===== src/rtl/life_engine.sv =====
// Conway Game of Life core (B3/S23) with a double-buffered board held in flops.
// Optional build macro LIFE_WRAP_EN makes the board toroidal; without it, off-board cells count as dead.
//
//   state  | meaning
//   IDLE   | front buffer writable; waits for step or the frame-driven auto trigger
//   SCAN   | computes one cell per clock into the back buffer and accumulates its population
//   SWAP   | flips front/back select, publishes pop_count, bumps gen_count
module life_engine #(
    parameter int COLS_LOG2  = 3,
    parameter int ROWS_LOG2  = 3,
    parameter int GEN_FRAMES = 60
) (
    input  logic                           clk,
    input  logic                           reset,
    input  logic                           frame_tick,
    input  logic                           run,
    input  logic                           step,
    input  logic                           wr_en,
    input  logic [COLS_LOG2-1:0]           wr_col,
    input  logic [ROWS_LOG2-1:0]           wr_row,
    input  logic                           wr_data,
    input  logic [COLS_LOG2-1:0]           rd_col,
    input  logic [ROWS_LOG2-1:0]           rd_row,
    output logic                           rd_cell,
    output logic                           busy,
    output logic [15:0]                    gen_count,
    output logic [COLS_LOG2+ROWS_LOG2:0]   pop_count
);

    localparam int COLS = 1 << COLS_LOG2;
    localparam int AW   = COLS_LOG2 + ROWS_LOG2;
    localparam int N    = 1 << AW;

    localparam logic [N-1:0]  ONE  = 1;
    localparam logic [N-1:0]  SEED = (ONE << 1) | (ONE << (COLS + 2)) | (ONE << (2 * COLS))
                                   | (ONE << (2 * COLS + 1)) | (ONE << (2 * COLS + 2));
    localparam logic [AW:0]   SEED_POP   = 5;
    localparam logic [7:0]    FRAME_LAST = 8'(GEN_FRAMES - 1);

    typedef enum logic [1:0] {
        S_IDLE,
        S_SCAN,
        S_SWAP
    } state_t;

    state_t         state_q;
    logic [N-1:0]   bank_q [2];
    logic           front_sel_q;
    logic [AW-1:0]  k_q;
    logic [AW:0]    acc_q;
    logic [AW:0]    pop_q;
    logic [15:0]    gen_q;
    logic [7:0]     frame_q;
    logic           busy_q;

    logic [N-1:0]            front;
    logic [COLS_LOG2-1:0]    scan_col;
    logic [ROWS_LOG2-1:0]    scan_row;
    logic [COLS_LOG2-1:0]    ncol [3];
    logic [ROWS_LOG2-1:0]    nrow [3];
    logic [2:0]              col_ok;
    logic [2:0]              row_ok;
    logic [3:0]              nbr_cnt;
    logic                    next_cell;
    logic                    auto_fire;
    logic                    start;
    logic [AW-1:0]           wr_idx;

    assign front     = bank_q[front_sel_q];
    assign rd_cell   = front[{rd_row, rd_col}];
    assign busy      = busy_q;
    assign gen_count = gen_q;
    assign pop_count = pop_q;

    assign scan_col = k_q[COLS_LOG2-1:0];
    assign scan_row = k_q[AW-1:COLS_LOG2];
    assign wr_idx   = {wr_row, wr_col};

    // Neighbour coordinates wrap by truncation; the ok flags mask them off on a bounded board.
    always_comb begin
        ncol[0] = scan_col - COLS_LOG2'(1);
        ncol[1] = scan_col;
        ncol[2] = scan_col + COLS_LOG2'(1);
        nrow[0] = scan_row - ROWS_LOG2'(1);
        nrow[1] = scan_row;
        nrow[2] = scan_row + ROWS_LOG2'(1);
`ifdef LIFE_WRAP_EN
        col_ok = 3'b111;
        row_ok = 3'b111;
`else
        col_ok = {scan_col != '1, 1'b1, scan_col != '0};
        row_ok = {scan_row != '1, 1'b1, scan_row != '0};
`endif
    end

    always_comb begin
        nbr_cnt = '0;
        for (int j = 0; j < 3; j++) begin
            for (int i = 0; i < 3; i++) begin
                if (!(i == 1 && j == 1) && col_ok[i] && row_ok[j] && front[{nrow[j], ncol[i]}]) begin
                    nbr_cnt = nbr_cnt + 4'd1;
                end
            end
        end
    end

    assign next_cell = (nbr_cnt == 4'd3) || (front[k_q] && (nbr_cnt == 4'd2));

    // An auto trigger that lands while busy is simply lost.
    assign auto_fire = run && frame_tick && (frame_q == FRAME_LAST);
    assign start     = (state_q == S_IDLE) && (auto_fire || (step && !run));

    always_ff @(posedge clk) begin
        if (reset) begin
            state_q     <= S_IDLE;
            bank_q[0]   <= SEED;
            bank_q[1]   <= '0;
            front_sel_q <= 1'b0;
            k_q         <= '0;
            acc_q       <= '0;
            pop_q       <= SEED_POP;
            gen_q       <= '0;
            frame_q     <= '0;
            busy_q      <= 1'b0;
        end else begin
            if (!run) begin
                frame_q <= '0;
            end else if (frame_tick) begin
                frame_q <= auto_fire ? 8'd0 : frame_q + 8'd1;
            end

            case (state_q)
                S_IDLE: begin
                    if (wr_en) begin
                        bank_q[front_sel_q][wr_idx] <= wr_data;
                        if (front[wr_idx] != wr_data) begin
                            pop_q <= wr_data ? pop_q + (AW+1)'(1) : pop_q - (AW+1)'(1);
                        end
                    end
                    if (start) begin
                        state_q <= S_SCAN;
                        k_q     <= '0;
                        acc_q   <= '0;
                        busy_q  <= 1'b1;
                    end
                end
                S_SCAN: begin
                    bank_q[~front_sel_q][k_q] <= next_cell;
                    acc_q <= acc_q + (AW+1)'(next_cell);
                    if (k_q == '1) begin
                        state_q <= S_SWAP;
                    end else begin
                        k_q <= k_q + AW'(1);
                    end
                end
                S_SWAP: begin
                    front_sel_q <= ~front_sel_q;
                    pop_q       <= acc_q;
                    gen_q       <= gen_q + 16'd1;
                    busy_q      <= 1'b0;
                    state_q     <= S_IDLE;
                end
                default: begin
                    state_q <= S_IDLE;
                    busy_q  <= 1'b0;
                end
            endcase
        end
    end

endmodule


===== config.mk =====
export PLATFORM = sky130hd
export DESIGN_NAME = life_engine
export DESIGN_NICKNAME = d
export VERILOG_FILES = /design/src/rtl/life_engine.sv
export SDC_FILE = /design/constraint.sdc
export NUM_CORES = 1
export LEC_CHECK = 0
export ABC_AREA = 0
export CORE_ASPECT_RATIO = 1.4
export CORE_MARGIN = 3
export CORE_UTILIZATION = 60
export DETAILED_ROUTE_END_ITERATION = 6
export PLACE_DENSITY = 0.8
export RECOVER_POWER = 50
export SYNTH_ARGS = -nofsm -noshare
export SYNTH_HDL_FRONTEND = slang
export SYNTH_SLANG_ARGS = --single-unit

===== constraint.sdc =====
create_clock -name clk -period 11.3 [get_ports clk]
set_input_delay 2.825 -clock clk [delete_from_list [all_inputs] [get_ports clk]]
set_output_delay 2.825 -clock clk [all_outputs]
set_load 0.01 [all_outputs]

== Word level (Yosys, flattened, before mapping) ==
Memories as Yosys holds them, arrays and structs flattened. A register that Yosys moved wholly into a read port is not among the register bits.
Cells that the tools add are included.

* RAM bits: 128
* Memories kept: 1
* Word-level logic and storage cells: 157
* Register bits after elaboration: 48

* Add/subtract/negate cells: 17
* Equal/unequal tests: 14
* $lt $le $gt $ge: 13
* Muxes and demuxes: 66
* Reductions and logical operators: 35
* Bitwise gates (word level): 3

{| class="wikitable"
|+ Memory list
! memory !! words !! width !! read ports !! clocked after Yosys merged registers in !! wr ports !! line !! text
|-
| bank_q || 2 || 64 || 1 || 1 || 2 || 47 || <nowiki>logic [N-1:0] bank_q [2];</nowiki>
|}

{| class="wikitable"
|+ Operator list
! operator !! count
|-
| 2-to-1 mux 64 bit || 6
|-
| OR reduction 64 bit || 2
|-
| < comparator 6 x 7 -> 1 bit, second input constant || 11
|-
| binary-select mux 1 bit (select 6 bit) || 11
|-
| adder 4 x 1 -> 4 bit, second input constant || 7
|-
| 2-to-1 mux 4 bit || 7
|-
| 2-to-1 mux 7 bit || 4
|-
| one-hot mux 7 bit (2 select lines) || 2
|-
| 2-to-1 mux 1 bit || 26
|-
| logical AND 1 bit || 19
|-
| adder 16 x 1 -> 16 bit, second input constant || 1
|-
| demux 1 bit (select 6 bit) || 2
|-
| greater-or-equal comparator 6 x 1 -> 1 bit, second input constant || 2
|-
| 2-to-1 mux 6 bit || 2
|-
| one-hot mux 6 bit (2 select lines) || 1
|-
| adder 8 x 1 -> 8 bit, second input constant || 1
|-
| == test 4 x 2 -> 1 bit, second input constant || 2
|-
| == test 8 x 6 -> 1 bit, second input constant || 1
|-
| 2-to-1 mux 8 bit || 1
|-
| inequality test 2 bit, second input constant || 4
|-
| adder 7 x 1 -> 7 bit || 1
|-
| adder 7 x 1 -> 7 bit, second input constant || 1
|-
| subtractor 7 x 1 -> 7 bit, second input constant || 1
|-
| adder 3 x 1 -> 3 bit, second input constant || 2
|-
| other kinds (20) || 31
|}

== Depth between registers and ports, before layout ==
Gate-level depths: netlist of run 1.

* Word-level depth: 24
* Depth in mapped cells: 41
* Gate-level depth less buffers: 36

== Worst setup path after synthesis of run 1 ==
OpenSTA, ideal clock, no wires.

* Kind: register to register
* From: register k_q[0]
* To: register acc_q[6]
* Clock period less this slack: 8.820 ns
* Path buffers: 4
* Arrival: 8.696 ns
* Data required time: 11.176 ns
* Cell stages (with the launch flop): 40
* Setup slack: 2.480 ns
* Cells stage by stage: dfxtp_1 > inv_2 > clkbuf_1 > clkbuf_1 > ha_1 > xor2_1 > buf_2 > buf_2 > mux4_2 > mux4_2 > nor2_1 > a21oi_1 > a21o_1 > and3_1 > ha_1 > xnor2_1 > inv_1 > ha_1 > [... 4 more ...] > or2_1 > ha_1 > or2_1 > o31a_1 > ha_1 > mux2_2 > ha_1 > xnor3_1 > nand3_1 > a32oi_2 > nand2_1 > inv_1 > ha_1 > ha_1 > and4_1 > nand3_1 > xor2_1 > nor2_1

* Word-level cells in the longest chain between the ends: 24
* Elaborated cells between the ends (all ways): 55
* Those cells by class: add/sub (10); eq/ne (3); mux (27); reduce/logical (15)

{| class="wikitable"
|+ RTL lines
! item !! line !! text
|-
| from (decl) || 49 || <nowiki>logic [AW-1:0] k_q;</nowiki>
|-
| from (signal assigned) || 153 || <nowiki>k_q <= k_q + AW'(1);</nowiki>
|-
| subtractor 3 x 1 -> 3 bit || 81 || <nowiki>ncol[0] = scan_col - COLS_LOG2'(1);</nowiki>
|-
| binary-select mux 1 bit (select 6 bit) || 100 || <nowiki>if (!(i == 1 && j == 1) && col_ok[i] && row_ok[j] && front[{nrow[j], ncol[i]}]) begin</nowiki>
|-
| 2-to-1 mux 1 bit (not written as such) || 100 ||
|-
| logical AND 1 bit || 100 ||
|-
| 2-to-1 mux 1 bit || 100 ||
|-
| adder 4 x 1 -> 4 bit || 101 || <nowiki>nbr_cnt = nbr_cnt + 4'd1;</nowiki>
|-
| 2-to-1 mux 4 bit || 100 ||
|-
| adder 4 x 1 -> 4 bit || 101 ||
|-
| [... 8 more ...] || - ||
|-
| 2-to-1 mux 4 bit || 100 ||
|-
| adder 4 x 1 -> 4 bit || 101 ||
|-
| 2-to-1 mux 4 bit || 100 ||
|-
| == test 4 x 2 -> 1 bit || 107 || <nowiki>assign next_cell = (nbr_cnt == 4'd3) || (front[k_q] && (nbr_cnt == 4'd2));</nowiki>
|-
| logical AND 1 bit || 107 ||
|-
| logical OR 1 bit * || 107 ||
|-
| adder 7 x 1 -> 7 bit * || 149 || <nowiki>acc_q <= acc_q + (AW+1)'(next_cell);</nowiki>
|-
| one-hot mux 7 bit (2 select lines) * || 132 || <nowiki>case (state_q)</nowiki>
|-
| to (signal assigned) || 149 ||
|-
| to (decl) || 50 || <nowiki>logic [AW:0] acc_q;</nowiki>
|}

Every way passes the cells marked *; elsewhere a longest branch is shown, timed or not. The select of a mux whose other input is x is not followed.
A chain may end at the register's enable or synchronous reset.

== Worst setup path after layout of run 1 ==
* From: register k_q[1]
* To: register acc_q[6]

Same word-level chain as after synthesis.

==> results of run 1 <==
[sequential cells by signal, summed over array words and instances (netlist names), 2 cells and up, named ones only]
register	cells
gen_count	16
state_q	2
frame_q	8
acc_q	7
bank_q	128
k_q	6
pop_count	7
[power by group]
part,total (mW),internal (mW),switching [mW]
registers,0.726,0.714,0.0121
clock network,0.605,0.330,0.275
logic,0.323,0.129,0.194
[Yosys cell counts (5+ instances only)]
library cell  number  area share
o211ai_1           8      0.0041
buf_4              6      0.0031
o32ai_1            9      0.0054
a22oi_1           85       0.044
or3_1              5      0.0021
nor3b_1            8      0.0041
buf_1              9      0.0023
a21o_1            16      0.0082
xnor2_1           24       0.014
ha_1              24       0.021
nor3_1            19      0.0065
o22ai_1           20      0.0086
mux2i_1           78       0.053
and3_1            13      0.0056
nor2_1           232       0.060
o21bai_1         127       0.065
edfxtp_1         128        0.26
a31oi_1            7      0.0030
nand3b_1           5      0.0026
xor2_1            27       0.016
buf_2             17      0.0058
a22o_1             8      0.0048
and4_1             8      0.0048
nand2_1          100       0.026
dfxtp_1           49       0.067
and2_1            12      0.0051
a21oi_1           21      0.0072
mux2_2            56       0.043
buf_6             12      0.0092
nand4_1            9      0.0038
and3b_1            7      0.0042
clkbuf_1          80       0.021
a32oi_1            6      0.0036
nor2b_1           13      0.0056
a211oi_1          13      0.0067
inv_1             24      0.0062
mux4_2            61       0.094
nand2b_1          23      0.0098
o21ai_0           20      0.0068
nand3_1           36       0.012
nor4_1            10      0.0043
[critical path, delay by kind of cell, from the launching register on]
kind,cells,cell delay (ns)
AOI/OAI and AO/OA,5,0.91
xor gates and xnor gates,4,1.46
adders and majority gates,9,2.46
buffers and inverters,3,0.71
DFF,1,0.79
muxes,4,1.72
and+or+nand+nor,10,1.45
[cell families (layout without fill, tap and decap cells)]
group / after synthesis / after routing
AOI/OAI and AO/OA: 383 / 383
buffers and inverters: 154 / 139
and+or+nand+nor: 518 / 518
xor gates and xnor gates: 56 / 56
muxes: 200 / 200
DFF: 177 / 177
adders and majority gates: 25 / 25
[stage by stage]
stage / cell area [um2] / setup WS (ns) / cells
2_1_floorplan: 14630 / 2.480 / 1513
3_3_place_gp: 15120 / 2.025 / 1776
3_5_place_dp: 15120 / 1.801 / 1776
4_1_cts: 15710 / 1.770 / 1808
5_1_grt: 15700 / 1.184 / 1808
6_report: 15700 / 1.626 / 1808
[final cells by class]
type                       instances  area, um2
multi-input combinational       1182       9105
fill                            1999       8280
sequential                       177       4830
timing repair buffer              79      681.9
clock buffer                      19      432.9
tap                              310      387.9
clock inverter                    13      152.6
inverter                          28      105.1
[per-layer routing]
| metal | routed length [um] | vias to the layer above | part of all wire |
|---|---|---|---|
| li1 | - | 5647 | - |
| met2 | 22770 | 934 | 0.47 |
| met3 | 5746 | 277 | 0.12 |
| met4 | 3863 | 2 | 0.079 |
| met1 | 16560 | 6197 | 0.34 |
| met5 | 10 | - | 0.00020 |
[worst paths after layout]
| kind | cells past startpoint | end | slack (ns) |
|---|---|---|---|
| min reg2reg | 2 | busy | 0.49 |
| max reg2reg | 35 | acc_q[6] | 1.63 |
| min | 2 | busy | 0.49 |
| max | 35 | acc_q[6] | 1.63 |
==> results.md, run 1 <==
* Outcome: complete, but fails checks
* Failing checks: max-capacitance violations, max-slew violations
* Largest family of logic cells by synthesized area: compound AO/OA/AOI/OAI gates
* Core Area at 0.02398 mm2
* Largest net degree at the start of global routing at 130
* CTS tree: built
* Routability congestion estimate from global placement at 1.108
* Gr usage total at 0.3749
* Total Wirelength at 48.95 mm
* Hold slack at 0.4854 ns
* Met2 Track Usage GR at 0.5784
* # clock sinks at 177
* Multiplexer share of the synthesized area at 0.1948
* Worst Hold Launch: busy
* DR pass1 iterations at 6
* Mapped cell area at 0.01463 mm2
* CP Data Arrival Time at 9.99 ns
* PwrDens at 105.4 mW/mm2
* CTS buffer count at 17
* CP startpoint: k_q[1]
* DR vias/cell at 7.222
* Total power at 1.654 mW
* FF+latch count, synth at 177
* CP max-delay cell: dfxtp_1
* Reg2reg start: k_q[1]
* Ant. Diodes at 0
* Post-Synth Adder-Cell Area at 0.02190
* Cell variety after synth at 91
* Global routing's busiest layer: met2
* Final period utilization at 0.8561
* GRT overflow at 0
* Hold Violations, Final at 0
* CP startpoint kind: register
* Io pins at 44
* Dpl hpwl at 35.20 mm
* Clock Pin Slew Worst Setup and Hold Paths at 0.07 ns
* Commonest register cell after synthesis: edfxtp_1
* Layout cells sized above 1 at 0.1442
* Crit path capture type: register
* Util after Layout at 0.6546
* Post-Synth XOR/XNOR Area at 0.03875
* Register area share after synthesis at 0.3299
* Highest-count cells in the layout ignoring fill and taps: nor2_1, edfxtp_1, o21bai_1, nand2_1, a22oi_1
* Setup-failing EPs final at 0
* Min cycle time layout at 9.674 ns
* Crit path max fanout at 19
* RSZ-0062 raised after global routing: false
* Slowest Stage Delay on Critical Path at 0.79 ns
* Worst hold-check path type: reg -> reg
* Peak supply drop at 0.1141 mV
* Most used cell, CP: ha_1
* Syn Area/Cell at 9.666 um2
* Commonest non-fill, non-tap cell in the layout: nor2_1
* F_max at 103.4 MHz
* Global-route wire length before repair at 74.11 mm
* Initial core utilization at 0.6100
* Num rows at 67
* DRC viols at 0
* Routed length per instance at 27.07 um
* Worst path required time at 11.62 ns
* Final #Nets at 1529
* Post-synth ARST share at 0
* Vias post-DR at 13060
* Actual transition at the worst max-transition pin at 3.420 ns
* Die width at 138.0 um
* Worst skew pair latency at 0.46 ns
* Met3 Use GR at 0.1056
* Fin Setup TNS at 0 ns
* Final ANT Viol Nets at 0
* Post CTS Setup Buffer Count at 0
* Iteration-0 DRC count of the detailed router at 1723
* CTS root buffer: clkbuf_16
* Die Y at 190.7 um
* DIE AREA at 0.02631 mm2
* Leakage at 5.355 nW
* Post-CTS sizing at 0
* Worst Clk Skew at 0.01766 ns
* Yosys warns at 0
* Final slew viol count at 169
* Synth Area in Compound Gates at 0.1973
* Initial antenna violation count at 1
* Kind of critical path: reg -> reg
* Post-synth EDFFs at 128
* Syn_nets at 1557
* Port bufs at 43
* CTS H-tree depth at 4
* Number of global-route vias before repair at 12470
* Met1 Use GR at 0.4516
* CTS Hold Buffers Added at 0
* Max-cap check violation count at 3
* Post-synthesis simple-gate area fraction at 0.1672
* Post-synthesis cell count at 1513
* Max_slew headroom at -1.280
* Clock tree buffer depth at 2
* Area grow syn2layout at 7.315%
Power figures use the tool's default switching activity.
==> run 2, diff against run 1 <==
--- a/config.mk
+++ b/config.mk
@@ -8,9 +8,10 @@
 export ABC_AREA = 0
 export CORE_ASPECT_RATIO = 1.4
 export CORE_MARGIN = 3
-export CORE_UTILIZATION = 60
+export CORE_UTILIZATION = 23
 export DETAILED_ROUTE_END_ITERATION = 6
-export PLACE_DENSITY = 0.8
+export HOLD_SLACK_MARGIN = 0.1
+export PLACE_DENSITY = 0.39
 export RECOVER_POWER = 50
 export SYNTH_ARGS = -nofsm -noshare
 export SYNTH_HDL_FRONTEND = slang
==> run 2 against run 1 <==
  * The run still ends with max-capacitance violations, max-slew violations left
  * Count of clock-buffer cells in the layout unchanged
  * Worst hold slack worse by 0.015 ns
  * Highest routed layer is now met4
  * Critical endpoint is now bank_q[0][45]
  * Sequential power about the same
  * Global-route usage down 20 points
  * Sequential cell count unchanged
  * Critical path depth down 30
==> results.md, run 2 (synthesis gave the netlist of run 1 again) <==
* Outcome: complete, but fails checks (unchanged)
* Failing checks: max-capacitance violations, max-slew violations (unchanged)
* CP Data Arrival Time at 9.74 ns (was 9.99 ns)
* DR vias/cell at 5.427 (was 7.222)
* Total power at 1.669 mW (was 1.654 mW)
* Slowest Stage Delay on Critical Path at 2.67 ns (was 0.79 ns)
* Max-cap check violation count at 3 (unchanged)
* Area grow syn2layout at 11.69% (was 7.315%)
* F_max at 103.8 MHz (was 103.4 MHz)
* Clock tree buffer depth at 2 (unchanged)
* Clock Pin Slew Worst Setup and Hold Paths at 0.08 ns (was 0.07 ns)
* Final ANT Viol Nets at 0 (unchanged)
* Largest net degree at the start of global routing at 91 (was 130)
* PwrDens at 102.2 mW/mm2 (was 105.4 mW/mm2)
* CP max-delay cell: clkbuf_1 (was dfxtp_1)
* Dpl hpwl at 44.03 mm (was 35.20 mm)
* Number of global-route vias before repair at 12530 (was 12470)
* Switching power at 0.5168 mW (was 0.4806 mW)
* Crit path max fanout at 77 (was 19)
* Kind of critical path: in -> reg (was reg -> reg)
* Hold slack at 0.4702 ns (was 0.4854 ns)
* Initial antenna violation count at 0 (was 1)
* Post CTS Setup Buffer Count at 0 (unchanged)
* Worst hold-check path type: reg -> reg (unchanged)
* Die Y at 304.4 um (was 190.7 um)
* Number of buffers and inverters on the critical path at 2 (was 3)
* Worst slack, placed at 1.857 ns (was 1.801 ns)
* CTS Hold Buffers Added at 0 (unchanged)
* Final period utilization at 0.8529 (was 0.8561)
* Switch share at 0.3097 (was 0.2906)
* Setup-failing EPs final at 0 (unchanged)
* Final #Nets at 1529 (unchanged)
* Cell family with most CP delay: buffers and inverters (was adder cells)
* Global-route wire length before repair at 87.49 mm (was 74.11 mm)
* CP startpoint kind: input pin (was register)
* GRT overflow at 0 (unchanged)
* Int Pwr at 1.152 mW (was 1.173 mW)
* Most used cell, CP: clkbuf_1 (was ha_1)
* Worst skew pair latency at 0.49 ns (was 0.46 ns)
* Io pins at 44 (unchanged)
* Final slew viol count at 207 (was 169)
* CTS buffer count at 17 (unchanged)
* Layout cells sized above 1 at 0.1455 (was 0.1442)
* Die width at 219.1 um (was 138.0 um)
* Peak supply drop at 0.07267 mV (was 0.1141 mV)
* CTS root buffer: clkbuf_16 (unchanged)
* Biggest register: bank_q (unchanged)
* Num rows at 108 (was 67)
* CTS H-tree depth at 4 (unchanged)
* Commonest non-fill, non-tap cell in the layout: nor2_1 (unchanged)
* Comb pwr share at 0.199 (was 0.195)
* Crit path capture type: register (unchanged)
* Max reg flops at 128 (unchanged)
* Total Wirelength at 60.02 mm (was 48.95 mm)
* Final WS setup at 1.662 ns (was 1.626 ns)
* Iteration-0 DRC count of the detailed router at 1008 (was 1723)
* Util after Layout at 0.2617 (was 0.6546)
* DIE AREA at 0.06669 mm2 (was 0.02631 mm2)
* Port bufs at 43 (unchanged)
* Power share of the clock group at 0.366 (about the same)
* Fin Setup TNS at 0 ns (unchanged)
* Post-CTS sizing at 0 (unchanged)
* Reg2reg start: k_q[1] (unchanged)
* Gr usage total at 0.1785 (was 0.3749)
* Worst path required time at 11.40 ns (was 11.62 ns)
* # clock sinks at 177 (unchanged)
* Highest-count cells in the layout ignoring fill and taps: nor2_1, edfxtp_1, o21bai_1, nand2_1, a22oi_1 (unchanged)
* Reg-to-reg slack, setup at 1.83 ns (was 1.63 ns)
* Reg2reg path depth at 31 (was 35)
* Leakage at 5.366 nW (was 5.355 nW)
* CTS tree: built (unchanged)
* Min cycle time layout at 9.638 ns (was 9.674 ns)
* DR pass1 iterations at 6 (unchanged)
* Actual transition at the worst max-transition pin at 3.840 ns (was 3.420 ns)
* Cell Chain, Critical Path: clkbuf_1, nand2b_1, xnor2_1, clkbuf_1, o21bai_1
* Routed length per instance at 25.84 um (was 27.07 um)
* Ant. Diodes at 0 (unchanged)
* Routability congestion estimate from global placement at 0.9655 (was 1.108)
* Worst setup path endpoint: bank_q[0][45] (was acc_q[6])
* Worst Clk Skew at 0.02464 ns (was 0.01766 ns)
* Vias post-DR at 12610 (was 13060)
* Seq pwr share at 0.435 (was 0.439)
* Critical path depth in cells at 5 (was 35)
* Core Area at 0.06243 mm2 (was 0.02398 mm2)
* CP startpoint: reset (was k_q[1])
* RSZ-0062 raised after global routing: false (unchanged)
* DRC viols at 0 (unchanged)
* Reg2reg end: bank_q[1][44] (was acc_q[6])
* Max_slew headroom at -1.560 (was -1.280)
* Hold Violations, Final at 0 (unchanged)
* Initial core utilization at 0.2343 (was 0.6100)
==> run 2: how the worst min path moves through the flow <==
stage	from	to	slack (ns)	cells past startpoint
6_report	busy	busy	0.47	2
4_1_cts	busy	busy	0.48	2
3_5_place_dp	busy	busy	0.47	2
5_1_grt	busy	busy	0.50	2
2_1_floorplan	frame_q[7]	frame_q[7]	0.47	2
3_3_place_gp	busy	busy	0.46	2
==> run 2: final cells by class <==
cell class / instances / area, um2
repair buffers: 79 / 694.4
well taps: 825 / 1032
inverters: 28 / 105.1
clock inverters: 13 / 107.6
clock buffers: 19 / 464.2
flip-flops and latches: 177 / 4830
fillers: 6741 / 46090
multi-input cells: 1182 / 9102
==> run 2: through the flow <==
step | instance area, um2 | cells
global placement | 15780 | 2291
finish | 16340 | 2323
detailed placement | 15780 | 2291
CTS | 16350 | 2323
floorplan | 14630 | 1513
global route | 16340 | 2323
==> run 2: routing by layer <==
metal	vias to the layer above	wire length, um	global-route usage
met5	-	0	0
met4	0	3203	0.09184
met3	123	3149	0.02787
met2	493	30960	0.3163
met1	6335	22710	0.2054
li1	5656	-	-
==> run 2: power by group through the flow <==
stage / Sequential (mW) / Clock [mW] / Combinational [mW]
after detailed placement: 0.741 / 0 / 0.333
after global routing: 0.729 / 0.648 / 0.356
after CTS: 0.726 / 0.629 / 0.334
final: 0.726 / 0.610 / 0.333
after global placement: 0.741 / 0 / 0.332
after floorplan: 0.737 / 0 / 0.224
==> run 2: worst register-to-register path, delay by kind of cell, from the launching register on <==
family,cells,cell delay (ns)
AOI/OAI and AO/OA,6,1.20
xor gates and xnor gates,3,1.43
adders and majority gates,7,2.19
buffers and inverters,4,1.34
DFF,1,0.34
muxes,4,1.64
and+or+nand+nor,7,1.06
==> run 3, diff against run 2 <==
--- a/config.mk
+++ b/config.mk
@@ -11,7 +11,7 @@
 export CORE_UTILIZATION = 23
 export DETAILED_ROUTE_END_ITERATION = 6
 export HOLD_SLACK_MARGIN = 0.1
-export PLACE_DENSITY = 0.39
+export PLACE_DENSITY_LB_ADDON = 0.1
 export RECOVER_POWER = 50
 export SYNTH_ARGS = -nofsm -noshare
 export SYNTH_HDL_FRONTEND = slang
==> run 3 against run 2 <==
  * Power up 2.2%
  * The flow still finishes with violations (max-capacitance violations, max-slew violations)
  * Core utilization up 0.21 points
  * Via count down 1.2%
  * Sequential share of layout area down 0.23 points
  * Count of clock-buffer cells in the layout unchanged
  * Maximum frequency down 1.2%
  * Clock skew up 0.0024 ns
  * Global-route usage up 0.22 points
==> results.md, run 3 (synthesis gave the netlist of run 1 again) <==
* Outcome: complete, but fails checks (unchanged)
* Failing checks: max-capacitance violations, max-slew violations (unchanged)
* Largest net degree at the start of global routing at 89 (was 91)
* Core Area at 0.06243 mm2 (unchanged)
* Port bufs at 43 (unchanged)
* Biggest register: bank_q (unchanged)
* Io pins at 44 (unchanged)
* Total power at 1.705 mW (was 1.669 mW)
* Die width at 219.1 um (unchanged)
* Die Y at 304.4 um (unchanged)
* Routed length per instance at 26.09 um (was 25.84 um)
* Ant. Diodes at 0 (unchanged)
* CTS root buffer: clkbuf_16 (unchanged)
* Post-CTS sizing at 0 (unchanged)
* Worst skew pair latency at 0.48 ns (was 0.49 ns)
* Leakage at 5.428 nW (was 5.366 nW)
* Gr usage total at 0.1807 (was 0.1785)
* Actual transition at the worst max-transition pin at 3.993 ns (was 3.840 ns)
* Global-route wire length before repair at 87.64 mm (was 87.49 mm)
* DR pass1 iterations at 6 (unchanged)
* F_max at 102.5 MHz (was 103.8 MHz)
* Fillers at 6640 (was 6741)
* CTS H-tree depth at 4 (unchanged)
* Total Wirelength at 60.84 mm (was 60.02 mm)
* RSZ-0062 raised after global routing: false (unchanged)
* Final ANT Viol Nets at 0 (unchanged)
* Fin Setup TNS at 0 ns (unchanged)
* Final period utilization at 0.8631 (was 0.8529)
* CP Data Arrival Time at 9.85 ns (was 9.74 ns)
* Initial core utilization at 0.2343 (unchanged)
* Crit path max fanout at 79 (was 77)
* Worst path required time at 11.40 ns (about the same)
* # clock sinks at 177 (unchanged)
* CTS Hold Buffers Added at 0 (unchanged)
* Kind of critical path: in -> reg (unchanged)
* Area grow syn2layout at 12.58% (was 11.69%)
* Vias post-DR at 12450 (was 12610)
* Final slew viol count at 197 (was 207)
* Worst Clk Skew at 0.02704 ns (was 0.02464 ns)
* Number of global-route vias before repair at 12250 (was 12530)
* Reg2reg path depth at 31 (unchanged)
* Max-cap check violation count at 3 (unchanged)
* DR vias/cell at 5.340 (was 5.427)
* Peak supply drop at 0.07849 mV (was 0.07267 mV)
* Highest-count cells in the layout ignoring fill and taps: nor2_1, edfxtp_1, o21bai_1, nand2_1, a22oi_1 (unchanged)
* DIE AREA at 0.06669 mm2 (unchanged)
* Clock Pin Slew Worst Setup and Hold Paths at 0.07 ns (was 0.08 ns)
* Setup-failing EPs final at 0 (unchanged)
* Initial antenna violation count at 0 (unchanged)
* Commonest non-fill, non-tap cell in the layout: nor2_1 (unchanged)
* Hold Path Cell Cnt at 2 (unchanged)
* Crit path capture type: register (unchanged)
* CTS tree: built (unchanged)
* Routability congestion estimate from global placement at 0.8927 (was 0.9655)
* Max_slew headroom at -1.662 (was -1.560)
* Layout cells sized above 1 at 0.1506 (was 0.1455)
* Clock tree buffer depth at 2 (unchanged)
* Min cycle time layout at 9.753 ns (was 9.638 ns)
* Worst hold-check path type: reg -> reg (unchanged)
* PwrDens at 103.6 mW/mm2 (was 102.2 mW/mm2)
* Iteration-0 DRC count of the detailed router at 1042 (was 1008)
* Post CTS Setup Buffer Count at 0 (unchanged)
* GRT overflow at 0 (unchanged)
* Num rows at 108 (unchanged)
* CTS buffer count at 17 (unchanged)
* Dpl hpwl at 44.32 mm (was 44.03 mm)
* Final #Nets at 1538 (was 1529)
* CP startpoint kind: input pin (unchanged)
* Hold Violations, Final at 0 (unchanged)
* DRC viols at 0 (unchanged)
* Max reg flops at 128 (unchanged)
run 3: changes by cell type in the layout (fill, tap and decap cells not counted), moves of 2 or more:
cell	delta
nor4_4	+2
inv_8	+3
nor4_1	-2
clkinv_4	+2
clkinv_2	-3
inv_6	-4
clkbuf_1	+3
buf_4	+7
run 3: where the power goes:
part | internal [mW] | switching (mW)
logic | 0.130 | 0.205
registers | 0.713 | 0.0125
clock network | 0.336 | 0.308
run 3: layer usage:
layer  routed length (um)  track usage  up-vias
met1                24060       0.2141     6291
met5                    0            0        -
li1                     -            -     5679
met4                 2970      0.08596        0
met3                 3009      0.03106       90
met2                30800       0.3143      393
run 3: final cells by class:
| class | count | area (um2) | area share |
|---|---|---|---|
| clock buffer | 19 | 464.2 | 0.02819 |
| clock inverter | 13 | 155.1 | 0.009422 |
| inverter | 28 | 105.1 | 0.006383 |
| multi-input combinational | 1182 | 9141 | 0.5552 |
| sequential | 177 | 4830 | 0.2933 |
| tap | 825 | 1032 | 0.06269 |
| timing repair buffer | 88 | 738.2 | 0.04483 |
run 3: worst max-delay path, stage by stage:
cell and delay [ns]:
clkbuf_1 2.57, nor2b_1 0.30, clkbuf_1 0.43, xnor2_2 0.20, clkbuf_1 0.81, clkbuf_1 2.27
o21bai_1 0.31
run 3: path summary, 6_finish.rpt:
kind         startpoint            end  slack, ns
min                busy           busy       0.50
min reg2reg        busy           busy       0.50
max               reset  bank_q[1][54]       1.55
max reg2reg      k_q[1]  bank_q[1][12]       1.75
run 3: per-stage QoR:
step | instances | cell area (um2) | hold WS (ns) | utilization | worst slack, ns
final | 2332 | 16470 | 0.4962 | 0.2637 | 1.547
after global routing | 2332 | 16470 | 0.5265 | 0.2637 | 0.8883
after CTS | 2332 | 16490 | 0.5021 | 0.2641 | 1.731
after detailed placement | 2300 | 15870 | 0.4910 | 0.2542 | 1.778
after global placement | 2300 | 15870 | 0.4946 | 0.2542 | 1.911
after floorplan | 1513 | 14630 | 0.4715 | - | 2.480
